===== config.mk =====
export PLATFORM = sky130hd
export DESIGN_NAME = c3lib_ckmux_seq_ctn
export DESIGN_NICKNAME = d
export VERILOG_FILES = /design/src/rtl/c3lib_ckmux_seq_pkg.sv /design/src/rtl/c3lib_ckmux_seq_ckg.sv /design/src/rtl/c3lib_ckmux_seq_ctl.sv /design/src/rtl/c3lib_ckmux_seq_ctn.sv
export SDC_FILE = /design/constraint.sdc
export NUM_CORES = 1
export LEC_CHECK = 0
export BUFFER_PORTS_ARGS = -buffer_cell sky130_fd_sc_hd__buf_2
export CAP_MARGIN = 20
export CELL_PAD_IN_SITES_DETAIL_PLACEMENT = 0
export CELL_PAD_IN_SITES_GLOBAL_PLACEMENT = 1
export CORE_MARGIN = 10
export CORE_UTILIZATION = 35
export CTS_BUF_LIST = sky130_fd_sc_hd__clkbuf_8
export DETAILED_ROUTE_END_ITERATION = 8
export PLACE_DENSITY_LB_ADDON = 0.1
export SLEW_MARGIN = 30
export SYNTH_ARGS = -nofsm -noshare
export SYNTH_HDL_FRONTEND = slang
export SYNTH_SLANG_ARGS = --single-unit

===== constraint.sdc =====
create_clock -name clk -period 3.3 [get_ports clk]
set_input_delay 0.33 -clock clk [delete_from_list [all_inputs] [get_ports clk]]
set_output_delay 0.33 -clock clk [all_outputs]
set_load 0.02 [all_outputs]

===== src/rtl/c3lib_ckmux_seq_pkg.sv =====
// Shared types and helpers for the sequenced N:1 clock mux.
// Holds the control FSM state encoding, the one-hot helper and the counter sizing rule.
package c3lib_ckmux_seq_pkg;

  // Widest mux the one-hot helper supports; callers size-cast down to NUM_CK.
  localparam int unsigned ONEHOT_MAX_W = 64;

  typedef enum logic [1:0] {
    ST_RUN = 2'd0,
    ST_OFF = 2'd1,
    ST_ON  = 2'd2
  } ckmux_state_e;

  // One-hot of idx within a field of the given width; all-zero when idx is out of range.
  function automatic logic [ONEHOT_MAX_W-1:0] onehot(input int unsigned idx,
                                                     input int unsigned width);
    logic [ONEHOT_MAX_W-1:0] v;
    v = '0;
    if (idx < width && idx < ONEHOT_MAX_W) begin
      v = ONEHOT_MAX_W'(1) << idx;
    end
    return v;
  endfunction

  // Counter width able to hold the longer of the drain and settle intervals.
  function automatic int unsigned cnt_width(input int unsigned drain_cyc,
                                            input int unsigned settle_cyc);
    int unsigned m;
    m = (drain_cyc > settle_cyc) ? drain_cyc : settle_cyc;
    return (m < 1) ? 1 : $clog2(m + 1);
  endfunction

endpackage


===== src/rtl/c3lib_ckmux_seq_ckg.sv =====
// Latch-based clock gate: the enable is captured while ck is low so the gated
// clock can only start or stop on a full low phase, never mid-pulse.
module c3lib_ckmux_seq_ckg (
  input  logic ck,
  input  logic en,
  output logic gck
);

  logic en_lat;

  always_latch begin
    if (!ck) begin
      en_lat <= en;
    end
  end

  assign gck = ck & en_lat;

endmodule


===== src/rtl/c3lib_ckmux_seq_ctl.sv =====
// Switch sequencer on clk: accepts select requests, drains with all gates off,
// enables the new input, waits for it to settle, then acknowledges.
module c3lib_ckmux_seq_ctl
  import c3lib_ckmux_seq_pkg::*;
#(
  parameter int unsigned NUM_CK     = 4,
  parameter int unsigned SEL_W      = $clog2(NUM_CK),
  parameter int unsigned DRAIN_CYC  = 4,
  parameter int unsigned SETTLE_CYC = 4
) (
  input  logic              clk,
  input  logic              rst,
  input  logic              freeze,
  input  logic [SEL_W-1:0]  sel,
  input  logic              sel_req,
  output logic              sel_ack,
  output logic              busy,
  output logic              req_err,
  output logic [SEL_W-1:0]  cur_sel,
  output logic [NUM_CK-1:0] ck_en
);

  localparam int unsigned CNT_W = cnt_width(DRAIN_CYC, SETTLE_CYC);
  localparam logic [CNT_W-1:0] DRAIN_LAST  = CNT_W'(DRAIN_CYC - 1);
  localparam logic [CNT_W-1:0] SETTLE_LAST = CNT_W'(SETTLE_CYC - 1);
  localparam logic [CNT_W-1:0] CNT_ONE     = CNT_W'(1);

  ckmux_state_e      state_reg, state_next;
  logic [CNT_W-1:0]  cnt_reg, cnt_next;
  logic [SEL_W-1:0]  target_reg, target_next;
  logic [SEL_W-1:0]  cur_sel_reg, cur_sel_next;
  logic [NUM_CK-1:0] ck_en_reg, ck_en_next;
  logic              busy_reg, busy_next;
  logic              sel_ack_reg, sel_ack_next;
  logic              req_err_reg, req_err_next;
  // Set only by a real switch, so the reset bring-up finishes without an ack.
  logic              switch_reg, switch_next;

  logic              sel_ok;
  logic [NUM_CK-1:0] cur_oh;
  logic [NUM_CK-1:0] target_oh;

  assign sel_ok    = (32'(sel) < NUM_CK);
  assign cur_oh    = NUM_CK'(onehot(32'(cur_sel_reg), NUM_CK));
  assign target_oh = NUM_CK'(onehot(32'(target_reg), NUM_CK));

  always_ff @(posedge clk) begin
    if (rst) begin
      state_reg   <= ST_ON;
      cnt_reg     <= '0;
      target_reg  <= '0;
      cur_sel_reg <= '0;
      ck_en_reg   <= '0;
      busy_reg    <= 1'b1;
      sel_ack_reg <= 1'b0;
      req_err_reg <= 1'b0;
      switch_reg  <= 1'b0;
    end else begin
      state_reg   <= state_next;
      cnt_reg     <= cnt_next;
      target_reg  <= target_next;
      cur_sel_reg <= cur_sel_next;
      ck_en_reg   <= ck_en_next;
      busy_reg    <= busy_next;
      sel_ack_reg <= sel_ack_next;
      req_err_reg <= req_err_next;
      switch_reg  <= switch_next;
    end
  end

  always_comb begin
    state_next   = state_reg;
    cnt_next     = cnt_reg;
    target_next  = target_reg;
    cur_sel_next = cur_sel_reg;
    ck_en_next   = ck_en_reg;
    busy_next    = busy_reg;
    switch_next  = switch_reg;
    sel_ack_next = 1'b0;
    req_err_next = 1'b0;

    if (freeze) begin
      // Scan override holds every register, pulses included, until release.
      sel_ack_next = sel_ack_reg;
      req_err_next = req_err_reg;
    end else begin
      case (state_reg)
        ST_RUN: begin
          busy_next  = 1'b0;
          ck_en_next = cur_oh;
          if (sel_req) begin
            if (!sel_ok) begin
              req_err_next = 1'b1;
            end else if (sel == cur_sel_reg) begin
              sel_ack_next = 1'b1;
            end else begin
              target_next = sel;
              state_next  = ST_OFF;
              cnt_next    = '0;
              ck_en_next  = '0;
              busy_next   = 1'b1;
              switch_next = 1'b1;
            end
          end
        end

        ST_OFF: begin
          busy_next    = 1'b1;
          ck_en_next   = '0;
          req_err_next = sel_req;
          if (cnt_reg == DRAIN_LAST) begin
            state_next   = ST_ON;
            cnt_next     = '0;
            cur_sel_next = target_reg;
            ck_en_next   = target_oh;
          end else begin
            cnt_next = cnt_reg + CNT_ONE;
          end
        end

        ST_ON: begin
          busy_next    = 1'b1;
          ck_en_next   = cur_oh;
          req_err_next = sel_req;
          if (cnt_reg == SETTLE_LAST) begin
            state_next   = ST_RUN;
            cnt_next     = '0;
            busy_next    = 1'b0;
            sel_ack_next = switch_reg;
            switch_next  = 1'b0;
          end else begin
            cnt_next = cnt_reg + CNT_ONE;
          end
        end

        default: begin
          state_next   = ST_ON;
          cnt_next     = '0;
          cur_sel_next = '0;
          ck_en_next   = '0;
          busy_next    = 1'b1;
          switch_next  = 1'b0;
        end
      endcase
    end
  end

  assign sel_ack = sel_ack_reg;
  assign busy    = busy_reg;
  assign req_err = req_err_reg;
  assign cur_sel = cur_sel_reg;
  assign ck_en   = ck_en_reg;

endmodule


===== src/rtl/c3lib_ckmux_seq_ctn.sv =====
// Parametrised N:1 clock mux with break-before-make sequencing and a scan
// override that forces a static selection onto the gate enables.
module c3lib_ckmux_seq_ctn
  import c3lib_ckmux_seq_pkg::*;
#(
  parameter int unsigned NUM_CK     = 4,
  parameter int unsigned SEL_W      = $clog2(NUM_CK),
  parameter int unsigned DRAIN_CYC  = 4,
  parameter int unsigned SETTLE_CYC = 4
) (
  input  logic              clk,
  input  logic              rst,
  input  logic [NUM_CK-1:0] ck_in,
  input  logic [SEL_W-1:0]  sel,
  input  logic              sel_req,
  output logic              sel_ack,
  output logic              busy,
  output logic              req_err,
  output logic [SEL_W-1:0]  cur_sel,
  input  logic              tst_override,
  input  logic [SEL_W-1:0]  tst_sel,
  output logic [NUM_CK-1:0] ck_en,
  output logic              ck_out
);

  logic [NUM_CK-1:0] ctl_ck_en;
  logic [NUM_CK-1:0] scan_en;
  logic [NUM_CK-1:0] gck;

  c3lib_ckmux_seq_ctl #(
    .NUM_CK     (NUM_CK),
    .SEL_W      (SEL_W),
    .DRAIN_CYC  (DRAIN_CYC),
    .SETTLE_CYC (SETTLE_CYC)
  ) u_ctl (
    .clk     (clk),
    .rst     (rst),
    .freeze  (tst_override),
    .sel     (sel),
    .sel_req (sel_req),
    .sel_ack (sel_ack),
    .busy    (busy),
    .req_err (req_err),
    .cur_sel (cur_sel),
    .ck_en   (ctl_ck_en)
  );

  // A tst_sel beyond NUM_CK matches no lane, leaving every gate closed.
  for (genvar gi = 0; gi < NUM_CK; gi++) begin : g_lane
    assign scan_en[gi] = (tst_sel == SEL_W'(gi));
    assign ck_en[gi]   = tst_override ? scan_en[gi] : ctl_ck_en[gi];

    c3lib_ckmux_seq_ckg u_ckg (
      .ck  (ck_in[gi]),
      .en  (ck_en[gi]),
      .gck (gck[gi])
    );
  end

  assign ck_out = |gck;

endmodule


==> results.yml, run 1 <==
outcome:
  run_status: "completed"
route:
  drtPass1Iterations: 4
  final_antenna_net_count: 0
  wirelength_um: 2720
  remaining_drcs: 0
  via_per_inst: 5.03
  detailroute.via_count: 955
  drt_iter0_markers: 37
  routed_wire_length_per_instance_um: 14.3
timing:
  rsz0062_at_grt: "no"
  timing_max_transition_violations_final: 0
  setup_violators_final: 0
  finalHoldViolCount: 0
  untimed_endpoints: 4
  fmax_mhz: 565
  fin_crit_sh: 0.537
  setup_slack_ns: 1.53
  count_of_unclocked_register_or_latch_pins: 4
  timing_worst_slew_pin_value_ns: 0.501
  fin_tns_setup_ns: 0
  max-slew-margin-rel: 0.664
  finClkSkew_ns: 0.00397
  period_needed_ns: 1.77
finish:
  antenna_cells: 0
  layout_common_cells: "21 x buf_2, 17 x dfxtp_1, 14 x inv_1, 8 x nor2_1, 8 x nand2_1"
  layout_commonest_cell: "buf_2"
  layout-area-overhead-vs-synth_pct: 13.4
  final_net_count: 164
  layout-drive-gt1-share: 0.219
  final_cell_count_no_fill: 190
global_routing:
  groute.usage.overall: 0.0939
  grt_start_max_net_pins: 24
  first_global_vias: 1016
  grt_overflow_total: 0
  first_pass_grt_wire_length_um: 4730
  grt_antenna_before_repair: 0
place:
  gp_congestion: 0.738
  port_buffers: 21
  placed_cells_incl_taps: 186
  placement.setup.worst_slack_ns: 1.53
  dp_hpwl_um: 2130
clocking:
  worstSkewPairLatency_ns: 0.25
  clock_buffers_created_by_tritoncts: 3
  cts_hold_buffers: 0
  clock_pin_transition_on_the_worst_setup_and_hold_timing_paths_ns: 0.07
  cts_root_buffer: "clkbuf_8"
  post_cts_setup_inserts: 0
  cts_buffer_depth: 2
  h_tree_depth_reported_by_cts: 1
  cts_resized: 0
  cts_tree: "done"
floorplan:
  initial_utilization: 0.370
  placementRows: 20
  coreArea_um2: 3100
  dieArea_um2: 5970
  die_x_um: 77.3
  fp.dieH_um: 77.3
  ios: 22
power:
  power_per_cell_area_nw_per_um2: 358
  totalPowerFinal_uw: 467
  cellLeakagePower_uw: 0.000519
  worst_ir_drop_vdd_mv: 0.265
hold_path:
  min_delay_startpoint: "sel[0]"
  min_path_cells: 3
  hold_path_end: "u_ctl.target_reg[0]$_SDFFE_PP0P_"
  holdCritPathClass: "in2reg"
synthesis:
  synth_enable_flop_cells: 0
  synth_nets: 147
  synth-seq-cells: 21
  yosysWarningCount: 0
  ys_types: 41
  post_synthesis_instance_area_um2: 1150
  mean_instance_size_in_the_synthesized_netlist_um2: 8.84
  synth_ff_type: "dfxtp_1"
  syn-instance-count: 130
  synth-async-reset-ratio: 0
worst_setup_path:
  worstSetupEndpointType: "register"
  critical_path_peak_fanout: 8
  critPathTopFamily: "compound AO/OA/AOI/OAI gates"
  slowest_stage: "nor2_1"
  worstPathBufferInverterCount: 1
  worstRegToRegCells: 5
  worst_ep_required_time_ns: 3.44
  timing.setup.critical_path_class: "reg2reg"
  regToRegEndpoint: "u_ctl.state_reg[1]$_SDFFE_PP1P_"
  worstPathCellList: "inv_1, ha_1, nor2_1, o21ai_1, a211o_1"
  timing.rr.start: "u_ctl.state_reg[1]$_SDFFE_PP1P_"
  cp_data_arrival_time_ns: 1.91
  delay_of_the_slowest_cell_on_the_worst_path_ns: 0.44
  setup.worst_path.start_class: "register"
  reg_to_reg_slack_setup_ns: 1.53
job:
  max_cap_violations: 0
worst max-delay path by stage:
| stage | startpoint | end | slack [ns] | cells after the start |
|---|---|---|---|---|
| 6_report | u_ctl.state_reg[1]$_SDFFE_PP1P_ | u_ctl.state_reg[1]$_SDFFE_PP1P_ | 1.53 | 5 |
| 5_1_grt | u_ctl.state_reg[0]$_SDFFE_PP0P_ | u_ctl.state_reg[1]$_SDFFE_PP1P_ | 1.35 | 5 |
| 4_1_cts | u_ctl.state_reg[1]$_SDFFE_PP1P_ | u_ctl.state_reg[1]$_SDFFE_PP1P_ | 1.53 | 5 |
| 3_5_place_dp | u_ctl.state_reg[1]$_SDFFE_PP1P_ | u_ctl.state_reg[1]$_SDFFE_PP1P_ | 1.53 | 5 |
| 3_3_place_gp | u_ctl.state_reg[0]$_SDFFE_PP0P_ | u_ctl.target_reg[0]$_SDFFE_PP0P_ | 1.62 | 6 |
| 2_1_floorplan | u_ctl.state_reg[0]$_SDFFE_PP0P_ | u_ctl.target_reg[0]$_SDFFE_PP0P_ | 1.76 | 6 |
final cells by class:
class,instances,area [um^2]
fillers,354,1800
multi-input cells,87,648
flip-flops and latches,21,400
repair buffers,21,105
well taps,44,55.1
inverters,13,48.8
clock buffers,3,41.3
clock inverters,1,3.75
stage by stage:
stage	utilization	hold slack (ns)	cell area (um^2)
5_1_grt	0.420	0.433	1300
4_1_cts	0.420	0.399	1300
3_5_place_dp	0.405	0.480	1260
3_3_place_gp	0.405	0.459	1260
2_1_floorplan	-	0.445	1150
6_report	0.420	0.403	1300
per-layer routing:
layer  global-route usage  vias to the layer above  share of wire
met4               0.0255                        0         0.0070
met2                0.149                       28           0.43
met3               0.0455                        2          0.086
li1                     -                      492              -
met5                    0                        -              0
met1                0.109                      433           0.47
kinds of logic (layout without fill, tap and decap cells):
kind of cell    count (synthesis)  in the layout  synth area share
simple gates                   40             40             0.185
compound gates                 33             33             0.235
buf+inv                        22             38            0.0871
flops                          17             17             0.296
mux                             6              6            0.0534
fa+ha+maj                       5              5            0.0545
latches                         4              4            0.0523
xor+xnor                        3              3            0.0359
synth_stat cells, types with 5 or more instances:
| master | number | share of area |
|---|---|---|
| inv_1 | 13 | 0.042 |
| ha_1 | 5 | 0.054 |
| dfxtp_1 | 17 | 0.30 |
| nor2_1 | 8 | 0.026 |
| mux2i_1 | 5 | 0.044 |
| nand2_1 | 8 | 0.026 |
worst min-delay path, cell delays in order:
cell and delay (ns):
buf_2 0.13, mux2i_1 0.09, nor2_2 0.07
power breakdown:
part	total (uW)	internal [uW]	switching [uW]
clock	153	82.5	70.5
combinational	90.8	33.9	57.0
sequential	223	217	5.82
total	467	333	133
No activity file was read; power rests on OpenSTA's default activity.
==> run 2: changes to the inputs <==
==> constraint.sdc (replaced) <==
create_clock -name clk -period 1.8 [get_ports clk]
set_input_delay 0.18 -clock clk [delete_from_list [all_inputs] [get_ports clk]]
set_output_delay 0.18 -clock clk [all_outputs]
set_load 0.02 [all_outputs]
==> run 2 against run 1 <==
Compared with the run above: sequential cell count unchanged; largest power group unchanged; via count up 3.4%; first-iteration DRC count up 120%; total power up 90%; hold slack worse by 0.16 ns; fmax up 9.5%; highest routed layer unchanged; clock skew down 0.0013 ns; wire length up 1.5%; setup slack worse by 1.3 ns; global-route usage about the same; register-to-register slack worse by 1.3 ns; die area unchanged.
==> results.yml, run 2 (synthesized netlist as in run 1, its figures left out) <==
outcome:
  run_status: "completed"
route:
  routed_wire_length_per_instance_um: 14.3
  remaining_drcs: 0
  final_antenna_net_count: 0
  drt_iter0_markers: 80
  wirelength_um: 2760
  via_per_inst: 5.11
  drtPass1Iterations: 4
  detailroute.via_count: 987
clocking:
  clock_pin_transition_on_the_worst_setup_and_hold_timing_paths_ns: 0.07
  cts_buffer_depth: 2
  cts_hold_buffers: 0
  worstSkewPairLatency_ns: 0.26
  cts_root_buffer: "clkbuf_8"
  cts_tree: "done"
  clock_buffers_created_by_tritoncts: 3
  h_tree_depth_reported_by_cts: 1
timing:
  timing_max_transition_violations_final: 0
  max-slew-margin-rel: 0.704
  timing_worst_slew_pin_value_ns: 0.444
  finalHoldViolCount: 0
  rsz0062_at_grt: "no"
  fin_tns_setup_ns: 0
  untimed_endpoints: 4
  final.hold.worst_slack_ns: 0.241
  period_needed_ns: 1.62
  count_of_unclocked_register_or_latch_pins: 4
  fin_crit_sh: 0.898
  setup_slack_ns: 0.183
  finClkSkew_ns: 0.00265
  setup_violators_final: 0
  fmax_mhz: 618
hold_path:
  holdCritPathClass: "in2reg"
worst_setup_path:
  setup.worst_path.start_class: "register"
  critical_path_peak_fanout: 4
  cp_data_arrival_time_ns: 1.76
  worstSetupEndpointType: "register"
  timing.setup.critical_path_class: "reg2reg"
  worst_ep_required_time_ns: 1.94
floorplan:
  die_x_um: 77.3
  fp.dieH_um: 77.3
  initial_utilization: 0.370
  ios: 22
  dieArea_um2: 5970
  coreArea_um2: 3100
  placementRows: 20
power:
  totalPowerFinal_uw: 885
  power_report.internal_total_uw: 623
  power_per_cell_area_nw_per_um2: 662
  share_seq_of_total_power: 0.461
  comb_power_share: 0.203
  power.switching_uw: 262
  worst_ir_drop_vdd_mv: 0.246
  switch_share: 0.296
  clock_power_share: 0.336
  cellLeakagePower_uw: 0.000533
global_routing:
  first_global_vias: 972
  grt_start_max_net_pins: 24
  grt_overflow_total: 0
  groute.usage.overall: 0.0938
  grt_antenna_before_repair: 0
  first_pass_grt_wire_length_um: 4640
job:
  max_cap_violations: 0
finish:
  layout-area-overhead-vs-synth_pct: 16.3
  layout_commonest_cell: "buf_2"
  layout_common_cells: "21 x buf_2, 17 x dfxtp_1, 13 x inv_1, 8 x nor2_1, 8 x nand2_1"
  fill_cells: 343
  antenna_cells: 0
  final_util: 0.431
  layout-drive-gt1-share: 0.255
  final_net_count: 167
place:
  dp_hpwl_um: 2170
  placement.setup.worst_slack_ns: 0.0965
  port_buffers: 21
  gp_congestion: 0.735
-- run 2: changes by cell type in the layout (fill, tap and decap cells not counted), sizes merged --
cell    previous run  this run
buf               21        24
clkinv             0         1
inv               14        13
-- run 2: layer usage --
metal	global-route usage	vias to the layer above	wire length (um)
met5	0	-	0
met1	0.122	457	1340
met2	0.138	28	1170
li1	-	498	-
met4	0.0328	0	29
met3	0.0338	4	222
-- run 2: worst paths after layout --
check                                startpoint                               end  slack (ns)  depth (start not counted)
hold / removal                           sel[1]  u_ctl.target_reg[1]$_SDFFE_PP0P_        0.24                          3
setup reg to reg  u_ctl.cnt_reg[1]$_SDFFE_PP0P_     u_ctl.cur_sel[1]$_SDFFE_PP0P_        0.18                          5
setup / recovery  u_ctl.cnt_reg[1]$_SDFFE_PP0P_     u_ctl.cur_sel[1]$_SDFFE_PP0P_        0.18                          5
hold reg to reg   u_ctl.cnt_reg[1]$_SDFFE_PP0P_     u_ctl.cnt_reg[1]$_SDFFE_PP0P_        0.48                          2
-- run 2: power by group through the flow --
stage / combinational, uW / clock [uW] / sequential [uW]
after floorplan: 120 / 0 / 418
after global routing: 203 / 322 / 410
final: 180 / 298 / 408
after detailed placement: 177 / 0 / 417
after CTS: 178 / 305 / 408
after global placement: 176 / 0 / 416
-- run 2: area by class of cell --
type	count	area (um^2)	area share
multi-input cells	87	658	0.493
repair buffers	24	128	0.0955
inverters	13	48.8	0.0365
clock buffers	3	41.3	0.0309
clock inverters	1	5.00	0.00375
well taps	44	55.1	0.0412
flip-flops and latches	21	400	0.300
-- run 2: critical path, stage by stage, from the launching register on --
cell	delay, ns
dfxtp_1	0.34
ha_1	0.18
nand2b_1	0.18
a2111oi_4	0.52
mux2i_1	0.23
nor2_1	0.05
-- run 2: per-stage QoR --
| step | cells | area [um^2] |
|---|---|---|
| after floorplan | 130 | 1150 |
| after global placement | 189 | 1280 |
| after detailed placement | 189 | 1280 |
| after CTS | 193 | 1330 |
| after global routing | 193 | 1340 |
| final | 193 | 1340 |
-- run 2: repair_timing --
| item | in CTS | in global routing |
|---|---|---|
| setup buffers | 0 | 0 |
| hold endpoints to repair | 0 | 0 |
| endpoints found under the setup margin | 0 | 4 |
| resized for setup | 0 | 2 |
==> run 3: changes to the inputs <==
--- a/config.mk
+++ b/config.mk
@@ -7,13 +7,10 @@
 export LEC_CHECK = 0
 export BUFFER_PORTS_ARGS = -buffer_cell sky130_fd_sc_hd__buf_2
 export CAP_MARGIN = 20
-export CELL_PAD_IN_SITES_DETAIL_PLACEMENT = 0
-export CELL_PAD_IN_SITES_GLOBAL_PLACEMENT = 1
 export CORE_MARGIN = 10
 export CORE_UTILIZATION = 35
 export CTS_BUF_LIST = sky130_fd_sc_hd__clkbuf_8
 export DETAILED_ROUTE_END_ITERATION = 8
-export PLACE_DENSITY_LB_ADDON = 0.1
 export SLEW_MARGIN = 30
 export SYNTH_ARGS = -nofsm -noshare
 export SYNTH_HDL_FRONTEND = slang
==> constraint.sdc (replaced) <==
create_clock -name clk -period 1.6 [get_ports clk]
set_input_delay 0.16 -clock clk [delete_from_list [all_inputs] [get_ports clk]]
set_output_delay 0.16 -clock clk [all_outputs]
set_load 0.02 [all_outputs]
==> run 3 against run 2 <==
Compared with the run above: sequential power increased by 12%; sequential cell count unchanged; non-clock buffer count increased by 10; design area increased by 7.4%; total power increased by 13%; highest routed layer unchanged.
==> results.yml, run 3 (synthesized netlist as in run 1, its figures left out) <==
outcome:
  run_status: "completed"
worst_setup_path:
  regToRegEndpoint: "u_ctl.cur_sel[1]$_SDFFE_PP0P_"
  worstSetupEndpointType: "register"
  timing.setup.critical_path_class: "reg2reg"
  critPathTopFamily: "compound AO/OA/AOI/OAI gates"
  cp_data_arrival_time_ns: 1.63
  worstPathCellList: "buf_4, ha_4, a2111oi_4, mux2i_1, nor2_1"
  delay_of_the_slowest_cell_on_the_worst_path_ns: 0.45
  reg_to_reg_slack_setup_ns: 0.1
  critical_path_peak_fanout: 6
  timing.rr.start: "u_ctl.state_reg[0]$_SDFFE_PP0P_"
  setup.worst_path.start_class: "register"
  worstRegToRegCells: 5
  slowest_stage: "a2111oi_4"
  worstPathBufferInverterCount: 1
  worst_ep_required_time_ns: 1.73
global_routing:
  first_pass_grt_wire_length_um: 4690
  groute.usage.overall: 0.0915
  grt_overflow_total: 0
  first_global_vias: 1047
  grt_antenna_before_repair: 0
  grt_start_max_net_pins: 21
hold_path:
  min_path_cells: 3
  min_delay_startpoint: "sel[1]"
  holdCritPathClass: "in2reg"
  hold_path_end: "u_ctl.target_reg[1]$_SDFFE_PP0P_"
power:
  comb_power_share: 0.230
  totalPowerFinal_uw: 1000
  share_seq_of_total_power: 0.457
  clock_power_share: 0.314
  power_per_cell_area_nw_per_um2: 697
  power_report.internal_total_uw: 716
  cellLeakagePower_uw: 0.000579
  power.switching_uw: 285
  switch_share: 0.285
  worst_ir_drop_vdd_mv: 0.349
floorplan:
  initial_utilization: 0.370
  placementRows: 20
  ios: 22
  dieArea_um2: 5970
  coreArea_um2: 3100
  fp.dieH_um: 77.3
  die_x_um: 77.3
clocking:
  worstSkewPairLatency_ns: 0.25
  clock_pin_transition_on_the_worst_setup_and_hold_timing_paths_ns: 0.07
  cts_tree: "done"
  clock_buffers_created_by_tritoncts: 3
  cts_buffer_depth: 2
  h_tree_depth_reported_by_cts: 1
  cts_hold_buffers: 0
  cts_root_buffer: "clkbuf_8"
place:
  gp_congestion: 0.867
  placed_cells_incl_taps: 198
  dp_hpwl_um: 2190
  placement.setup.worst_slack_ns: 0.00414
  port_buffers: 21
finish:
  layout_common_cells: "21 x buf_2, 17 x dfxtp_1, 13 x inv_1, 13 x buf_4"
  layout-drive-gt1-share: 0.314
  antenna_cells: 0
  layout-area-overhead-vs-synth_pct: 24.9
  final_cell_count_no_fill: 203
  final_net_count: 177
  layout_commonest_cell: "buf_2"
timing:
  setup_violators_final: 0
  max-slew-margin-rel: 0.714
  count_of_unclocked_register_or_latch_pins: 4
  untimed_endpoints: 4
  final.hold.worst_slack_ns: 0.255
  period_needed_ns: 1.50
  fmax_mhz: 667
  timing_max_transition_violations_final: 0
  finClkSkew_ns: 0.00357
  setup_slack_ns: 0.100
  fin_crit_sh: 0.938
  timing_worst_slew_pin_value_ns: 0.426
  finalHoldViolCount: 0
route:
  wirelength_um: 2810
  routed_wire_length_per_instance_um: 13.8
  final_antenna_net_count: 0
  remaining_drcs: 0
  drtPass1Iterations: 4
  drt_iter0_markers: 40
  detailroute.via_count: 1032
  via_per_inst: 5.08
job:
  max_cap_violations: 0
-- run 3: cell count changes in the layout (fill, tap and decap cells not counted) --
| cell | change |
|---|---|
| buf_4 | +10 |
| ha_1 | -2 |
| ha_4 | +2 |
| clkinv_2 | -1 |
| inv_2 | +1 |
| o21ai_0 | -1 |
| o21ai_1 | +1 |
-- run 3: per-stage QoR --
stage,cell area (um^2),util,setup TNS (ns)
after floorplan,1150,-,0
after global placement,1350,0.434,0
after detailed placement,1350,0.434,0
after CTS,1400,0.450,0
after global routing,1440,0.463,-0.0207
final,1440,0.463,0
-- run 3: per-layer routing --
metal	global-route usage	vias to the layer above	routed length, um	part of all wire
met2	0.148	31	1270	0.45
met4	0.0274	0	24	0.0085
met1	0.113	473	1320	0.47
li1	-	524	-	-
met3	0.0280	4	191	0.068
met5	0	-	0	0
-- run 3: worst max path at each step --
stage                     depth (start not counted)                               end  slack (ns)                       startpoint
after floorplan                                   6  u_ctl.target_reg[0]$_SDFFE_PP0P_        0.06  u_ctl.state_reg[0]$_SDFFE_PP0P_
after global placement                            5     u_ctl.cur_sel[0]$_SDFFE_PP0P_        0.04  u_ctl.state_reg[0]$_SDFFE_PP0P_
after detailed placement                          6  u_ctl.target_reg[1]$_SDFFE_PP0P_       0.004  u_ctl.state_reg[0]$_SDFFE_PP0P_
after CTS                                         5     u_ctl.cur_sel[1]$_SDFFE_PP0P_      0.0002  u_ctl.state_reg[0]$_SDFFE_PP0P_
after global routing                              7       u_ctl.ck_en[2]$_SDFFE_PP0N_       -0.02  u_ctl.state_reg[1]$_SDFFE_PP1P_
final                                             5     u_ctl.cur_sel[1]$_SDFFE_PP0P_         0.1  u_ctl.state_reg[0]$_SDFFE_PP0P_
-- run 3: worst register-to-register path, cell delays in order (launching register included) --
cell	delay (ns)
dfxtp_1	0.31
buf_4	0.15
ha_4	0.18
a2111oi_4	0.45
mux2i_1	0.23
nor2_1	0.05
-- run 3: power by group through the flow --
stage / clock, uW / sequential (uW) / combinational, uW
after floorplan: 0 / 470 / 135
after global placement: 0 / 466 / 209
after detailed placement: 0 / 467 / 215
after CTS: 324 / 457 / 217
after global routing: 344 / 459 / 252
final: 314 / 457 / 230
-- run 3: layout make-up --
cell class,instances,area (um^2)
sequential,21,400
inverter,13,48.8
clock inverter,1,3.75
multi-input combinational,87,683
clock buffer,3,41.3
fill,315,1670
tap,44,55.1
timing repair buffer,34,203
-- run 3: timing repair --
action,in CTS,in global routing
buffers inserted,0,1
pin swaps,0,2
endpoints found under the hold margin,0,0
endpoints found under the setup margin,2,10
gates resized for setup,1,7
